[config.mk]
export PLATFORM = sky130hd
export DESIGN_NAME = sdram_line_engine
export DESIGN_NICKNAME = d
export VERILOG_FILES = /design/src/rtl/sdram_line_engine.sv
export SDC_FILE = /design/constraint.sdc
export NUM_CORES = 1
export LEC_CHECK = 0
export BUFFER_PORTS_ARGS = -buffer_cell sky130_fd_sc_hd__buf_2
export CAP_MARGIN = 20
export CORE_AREA = 5 5 206 208
export DETAILED_ROUTE_END_ITERATION = 10
export DIE_AREA = 0 0 211 213
export PLACE_DENSITY_LB_ADDON = 0.2
export SLEW_MARGIN = 20
export SYNTH_ARGS = -nofsm -noshare
export SYNTH_HDL_FRONTEND = slang
export SYNTH_SLANG_ARGS = --single-unit
[constraint.sdc]
create_clock -name clk -period 3.3 [get_ports clk]
set_clock_uncertainty 0.1 [all_clocks]
set_input_delay 0.165 -clock clk [delete_from_list [all_inputs] [get_ports clk]]
set_output_delay 0.165 -clock clk [all_outputs]
set_load 0.02 [all_outputs]
[src/rtl/sdram_line_engine.sv]
// rtl/sdram_line_engine.sv - cache-line burst initiator for the SDRAM controller user port
//
// Purpose: moves one LINE_WORDS x 32-bit line between an internal line buffer
// and SDRAM with a single INCR burst per request. A writeback drains the
// buffer and a fill loads it.
//
// Ports:
//   clk, reset_n                      clock, asynchronous active-low reset
//   req_valid/req_ready, req_write,
//   req_addr                          line request (write = buffer to SDRAM)
//   busy, done, err                   status: not idle, completion pulse, sticky error
//   buf_we, buf_idx, buf_wdata,
//   buf_rdata                         user buffer port (writes honoured only when idle)
//   arw_*                             address channel (shared read/write)
//   wvalid/wready, wlast, wdata, wstrb write data channel
//   bvalid/bready, bid                write response channel
//   rvalid/rready, rlast, rdata, rid  read data channel
module sdram_line_engine #(
  parameter int   ADDR_BITS  = 26,
  parameter int   LINE_WORDS = 8,
  parameter logic ID         = 1'b0,
  localparam int  IDX_BITS   = $clog2(LINE_WORDS)
) (
  input  logic                 clk,
  input  logic                 reset_n,
  input  logic                 req_valid,
  output logic                 req_ready,
  input  logic                 req_write,
  input  logic [ADDR_BITS-1:0] req_addr,
  output logic                 busy,
  output logic                 done,
  output logic                 err,
  input  logic                 buf_we,
  input  logic [IDX_BITS-1:0]  buf_idx,
  input  logic [31:0]          buf_wdata,
  output logic [31:0]          buf_rdata,
  output logic                 arw_valid,
  input  logic                 arw_ready,
  output logic [ADDR_BITS-1:0] arw_addr,
  output logic [7:0]           arw_len,
  output logic                 arw_write,
  output logic                 arw_id,
  output logic [2:0]           arw_size,
  output logic [1:0]           arw_burst,
  output logic [3:0]           wstrb,
  output logic                 wvalid,
  input  logic                 wready,
  output logic                 wlast,
  output logic [31:0]          wdata,
  input  logic                 bvalid,
  output logic                 bready,
  input  logic                 bid,
  input  logic                 rvalid,
  output logic                 rready,
  input  logic                 rlast,
  input  logic [31:0]          rdata,
  input  logic                 rid
);

  localparam logic [IDX_BITS-1:0]  LAST_IDX   = IDX_BITS'(LINE_WORDS - 1);
  localparam logic [ADDR_BITS-1:0] ALIGN_MASK = ADDR_BITS'((1 << (IDX_BITS + 2)) - 1);

  typedef enum logic [2:0] {
    S_IDLE,
    S_ADDR,
    S_WDATA,
    S_WRESP,
    S_RDATA
  } state_t;

  state_t                 r_state;
  logic [IDX_BITS-1:0]    r_cnt;
  logic [31:0]            r_buf [LINE_WORDS];

  logic                   r_req_ready;
  logic                   r_busy;
  logic                   r_done;
  logic                   r_err;
  logic                   r_arw_valid;
  logic [ADDR_BITS-1:0]   r_arw_addr;
  logic                   r_arw_write;
  logic                   r_wvalid;
  logic                   r_wlast;
  logic                   r_bready;
  logic                   r_rready;

  logic                   w_stray;
  logic                   w_cnt_last;
  logic [IDX_BITS-1:0]    w_cnt_inc;
  logic                   w_buf_user_we;
  logic                   w_buf_fill_we;

  // Response beats arriving before the engine can expect them are protocol errors.
  assign w_stray = (rvalid || bvalid) &&
                   (r_state == S_IDLE || r_state == S_ADDR || r_state == S_WDATA);
  assign w_cnt_last = (r_cnt == LAST_IDX);
  assign w_cnt_inc  = r_cnt + 1'b1;

  // The fill path and the user port never collide: they are gated by disjoint states.
  assign w_buf_user_we = buf_we && (r_state == S_IDLE);
  assign w_buf_fill_we = rvalid && (r_state == S_RDATA);

  always_ff @(posedge clk or negedge reset_n) begin
    if (!reset_n) begin
      r_state     <= S_IDLE;
      r_cnt       <= '0;
      r_req_ready <= 1'b1;
      r_busy      <= 1'b0;
      r_done      <= 1'b0;
      r_err       <= 1'b0;
      r_arw_valid <= 1'b0;
      r_arw_addr  <= '0;
      r_arw_write <= 1'b0;
      r_wvalid    <= 1'b0;
      r_wlast     <= 1'b0;
      r_bready    <= 1'b0;
      r_rready    <= 1'b0;
    end else begin
      r_done <= 1'b0;
      case (r_state)
        S_IDLE: begin
          if (req_valid) begin
            r_arw_addr  <= req_addr & ~ALIGN_MASK;
            r_arw_write <= req_write;
            r_cnt       <= '0;
            // A new request clears err, but a stray beat in the same cycle still counts.
            r_err       <= w_stray;
            r_state     <= S_ADDR;
            r_req_ready <= 1'b0;
            r_busy      <= 1'b1;
            r_arw_valid <= 1'b1;
          end else if (w_stray) begin
            r_err <= 1'b1;
          end
        end

        S_ADDR: begin
          if (w_stray) begin
            r_err <= 1'b1;
          end
          if (arw_ready) begin
            r_arw_valid <= 1'b0;
            if (r_arw_write) begin
              r_state  <= S_WDATA;
              r_wvalid <= 1'b1;
              r_wlast  <= 1'b0;
            end else begin
              r_state  <= S_RDATA;
              r_rready <= 1'b1;
            end
          end
        end

        S_WDATA: begin
          if (w_stray) begin
            r_err <= 1'b1;
          end
          if (wready) begin
            r_cnt   <= w_cnt_inc;
            r_wlast <= (w_cnt_inc == LAST_IDX);
            if (r_wlast) begin
              r_state  <= S_WRESP;
              r_wvalid <= 1'b0;
              r_wlast  <= 1'b0;
              r_bready <= 1'b1;
            end
          end
        end

        S_WRESP: begin
          if (bvalid) begin
            if (bid != ID) begin
              r_err <= 1'b1;
            end
            r_state     <= S_IDLE;
            r_bready    <= 1'b0;
            r_busy      <= 1'b0;
            r_req_ready <= 1'b1;
            r_done      <= 1'b1;
          end
        end

        S_RDATA: begin
          // rready is advisory only to the controller, so every rvalid is a beat.
          if (rvalid) begin
            r_cnt <= w_cnt_inc;
            if (rid != ID) begin
              r_err <= 1'b1;
            end
            // Short burst (early rlast) or long burst (no rlast on final word).
            if (rlast != w_cnt_last) begin
              r_err <= 1'b1;
            end
            if (rlast || w_cnt_last) begin
              r_state     <= S_IDLE;
              r_rready    <= 1'b0;
              r_busy      <= 1'b0;
              r_req_ready <= 1'b1;
              r_done      <= 1'b1;
            end
          end
        end

        default: begin
          r_state <= S_IDLE;
        end
      endcase
    end
  end

  // Line buffer storage is deliberately left out of reset.
  always_ff @(posedge clk) begin
    if (w_buf_user_we) begin
      r_buf[buf_idx] <= buf_wdata;
    end else if (w_buf_fill_we) begin
      r_buf[r_cnt] <= rdata;
    end
  end

  assign req_ready = r_req_ready;
  assign busy      = r_busy;
  assign done      = r_done;
  assign err       = r_err;
  assign arw_valid = r_arw_valid;
  assign arw_addr  = r_arw_addr;
  assign arw_write = r_arw_write;
  assign arw_len   = 8'(LINE_WORDS - 1);
  assign arw_id    = ID;
  assign arw_size  = 3'd2;
  assign arw_burst = 2'b01;
  assign wstrb     = 4'hF;
  assign wvalid    = r_wvalid;
  assign wlast     = r_wlast;
  assign wdata     = r_buf[r_cnt];
  assign bready    = r_bready;
  assign rready    = r_rready;
  assign buf_rdata = r_buf[buf_idx];

endmodule

==> impl_metrics.tcl <==
set metrics [dict create \
    status "complete, no violations" \
    power.density_mw_per_mm2 674 \
    ir_worst_vdd_v 0.000423 \
    place_ws_ps 830 \
    core_sq_mm 0.0404 \
    synth_cells 789 \
    path_class "register to register" \
    syn_area_sq_mm 0.0139 \
    cp-end-kind "register" \
    dr.pass1.iters 5 \
    portBuffers 194 \
    place_congestion 0.737 \
    hold_path_class "input port to register" \
    grt_max_degree 49 \
    syn_avg_cell_area_sq_um 17.7 \
    grt_pass1_vias 8782 \
    overflow 0 \
    track_usage_pct 15.6 \
    yosysSeqAreaShare_pct 61.8 \
    drv_slew 0 \
    tightest_slew_ps 843 \
    design_area_sq_mm 0.0177 \
    post_cts_buffers 0 \
    wl_per_cell_um 21.6 \
    cpMostUsedCell "ha_1" \
    fmax_mhz 327 \
    p_leak_uw 0.00635 \
    cts_buffers 34 \
    timing.critical_path.arrival_ps 3350 \
    drc 0 \
    cts_htree_levels 2 \
    grt_pass1_wl_um 53100 \
    drv_cap 0 \
    final-hold-violation-count 0 \
    cp_slowest_cell "dfrtp_4" \
    ant_nets 0 \
    dp_hpwl_um 22200 \
    routed_wl_um 35500 \
    path_cells "ha_1, ha_1, inv_1, ha_1, o211ai_1, dlygate4sd3_1, o221ai_1, dlygate4sd3_1" \
    vias 8216 \
    grt_antenna_before_repair 0 \
    first_iter_violations 446 \
    final_period_minus_worst_setup_slack_ps 3050 \
    die_h_um 213 \
    antenna_cells 0 \
    cts_resized 0 \
    fin_nets 1199 \
    rsz0062_at_grt "false" \
    cp_max_fo 28 \
    clockBufferDepth 3 \
    tritoncts "yes" \
    totalNegativeSetupSlack_ps 0 \
    worstSkewPairLatency_ps 520 \
    worst_setup_path_start_kind "register" \
    io_pins 223 \
    fillers 3605 \
    yosys_register_bits 293 \
    seq_area_sq_mm 0.00862 \
    cts_hold_buf 94 \
    rows 74 \
    drive_gt1_share_pct 45.7 \
    layout_setup_ws_ps 246 \
    vias_per_cell 4.99 \
    layout_worst_path_cycle_share_pct 92.5 \
    relSlewSlack_pct 43.8 \
    placed_area_sq_mm 0.0157 \
    synth.distinct_cells 44 \
    ys_warn_count 0 \
    slowest_delay_ps 730 \
    die_x_um 211 \
    path_clk_slew_ps 60 \
    area_delta_synth_final_pct 26.7 \
    setup_viol 0 \
    multi_input_area_sq_mm 0.00497 \
    initial_utilization_pct 34.5 \
    cts_root_buf "clkbuf_16" \
    die_area_sq_mm 0.0449 \
    clock_sinks 293 \
    worstPathRequired_ps 3590 \
]
[synthesized netlist by cell type, drive strengths merged]
cell | number | area share [%]
a32o | 1 | 0.072
nand2 | 112 | 3.0
a31o | 1 | 0.063
nor3b | 2 | 0.11
nor4b | 1 | 0.063
nor2 | 18 | 0.48
o21a | 1 | 0.054
a2bb2oi | 1 | 0.063
conb | 2 | 0.054
o211ai | 1 | 0.054
and4bb | 1 | 0.090
ha | 4 | 0.36
mux2 | 89 | 7.2
a31oi | 6 | 0.27
nand3 | 4 | 0.14
nand2b | 5 | 0.22
o2bb2a | 1 | 0.072
a221o | 1 | 0.072
edfxtp | 256 | 55
clkinv | 1 | 0.027
inv | 7 | 0.19
nor3 | 3 | 0.14
o21bai | 3 | 0.16
buf | 54 | 2.7
a221oi | 1 | 0.063
dfstp | 1 | 0.19
or3 | 1 | 0.045
o21ai | 5 | 0.18
a21oi | 7 | 0.25
clkbuf | 23 | 0.62
a211oi | 2 | 0.14
o221ai | 1 | 0.063
mux2i | 1 | 0.072
a22o | 1 | 0.063
mux4 | 128 | 21
a2111oi | 1 | 0.063
dfrtp | 36 | 6.5
nor2b | 6 | 0.27
[metal layers]
| metal | GRT usage, % | up-vias | wire [um] |
|---|---|---|---|
| met5 | 0 | - | 0 |
| met4 | 3.00 | 0 | 495 |
| met3 | 2.69 | 37 | 1870 |
| met2 | 27.1 | 237 | 17700 |
| met1 | 20.9 | 4222 | 15400 |
| li1 | - | 3720 | - |
[state kept, by name, summed over array words and instances, names as in the netlist, 3 cells and up]
signal / flops
arw_addr: 21
r_buf: 256
r_state: 3
r_cnt: 3
[stage by stage]
stage | power, uW | instances | hold WS, ps | utilization [%]
3_3_place_gp | 8420 | 1492 | 231 | 38.8
5_1_grt | 12500 | 1647 | 44.7 | 43.8
4_1_cts | 12100 | 1647 | 12.7 | 43.8
3_5_place_dp | 8430 | 1492 | 225 | 38.8
2_1_floorplan | 7180 | 810 | -231 | -
6_report | 11900 | 1647 | 41.0 | 43.8
[path summary, 6_finish.rpt]
path	slack [ps]	start	to	cells after the start
setup / recovery	250	r_cnt[1]$_DFFE_PN0P_	err$_DFFE_PN0P_	8
hold / removal	40	buf_wdata[1]	r_buf[0][1]$_DFFE_PP_	2
setup reg to reg	250	r_cnt[1]$_DFFE_PN0P_	err$_DFFE_PN0P_	8
hold reg to reg	400	arw_addr[6]$_DFFE_PN0P_	arw_addr[6]$_DFFE_PN0P_	1
max in group asynchronous	2290	reset_n	r_cnt[0]$_DFFE_PN0P_	2
min in group asynchronous	190	reset_n	arw_addr[18]$_DFFE_PN0P_	2
[kinds of logic (layout without fill, tap and decap cells)]
logic type,count (synthesis),after routing,synth area share [%]
simple gates,153,153,4.59
compound gates,34,34,1.71
other cells,2,23,0.0539
fa+ha+maj,4,4,0.359
buf+inv,85,390,3.54
mux,218,218,27.9
flops,293,293,61.8
[power breakdown]
group,total [uW],internal [uW],switching [uW]
sequential,4600,4260,341
clock,3550,2070,1480
combinational,3760,1650,2110
total,11900,7970,3930
[cells in the final DEF (no fill, tap or decap), drive strengths merged, types with 2 or more instances in the layout]
cell,synthesis,layout
bufinv,0,2
a21oi,7,7
nor2b,6,6
clkinvlp,0,2
dfrtp,36,36
nor3,3,3
mux2,89,89
edfxtp,256,256
nor2,18,18
inv,7,10
buf,54,227
nand3,4,4
mux4,128,128
a31oi,6,6
a211oi,2,2
clkinv,1,17
clkbuf,23,38
o21bai,3,3
dlygate4sd3,0,94
conb,2,23
nor3b,2,2
nand2b,5,5
o21ai,5,5
ha,4,4
nand2,112,112
[worst max-delay path: cells and delay by family (launching register included)]
kind | cells | cell delay, ps
buf+inv | 3 | 1180
flops | 1 | 730
fa+ha+maj | 3 | 670
compound gates | 2 | 230
[cell type report]
type	instances	area share (%)
sequential	293	48.8
multi-input combinational	432	28.2
timing repair buffer	321	13.0
clock buffer	38	4.90
tap	532	3.77
clock inverter	23	1.15
inverter	8	0.170
Note: power is estimated with default switching activity, not from simulation.
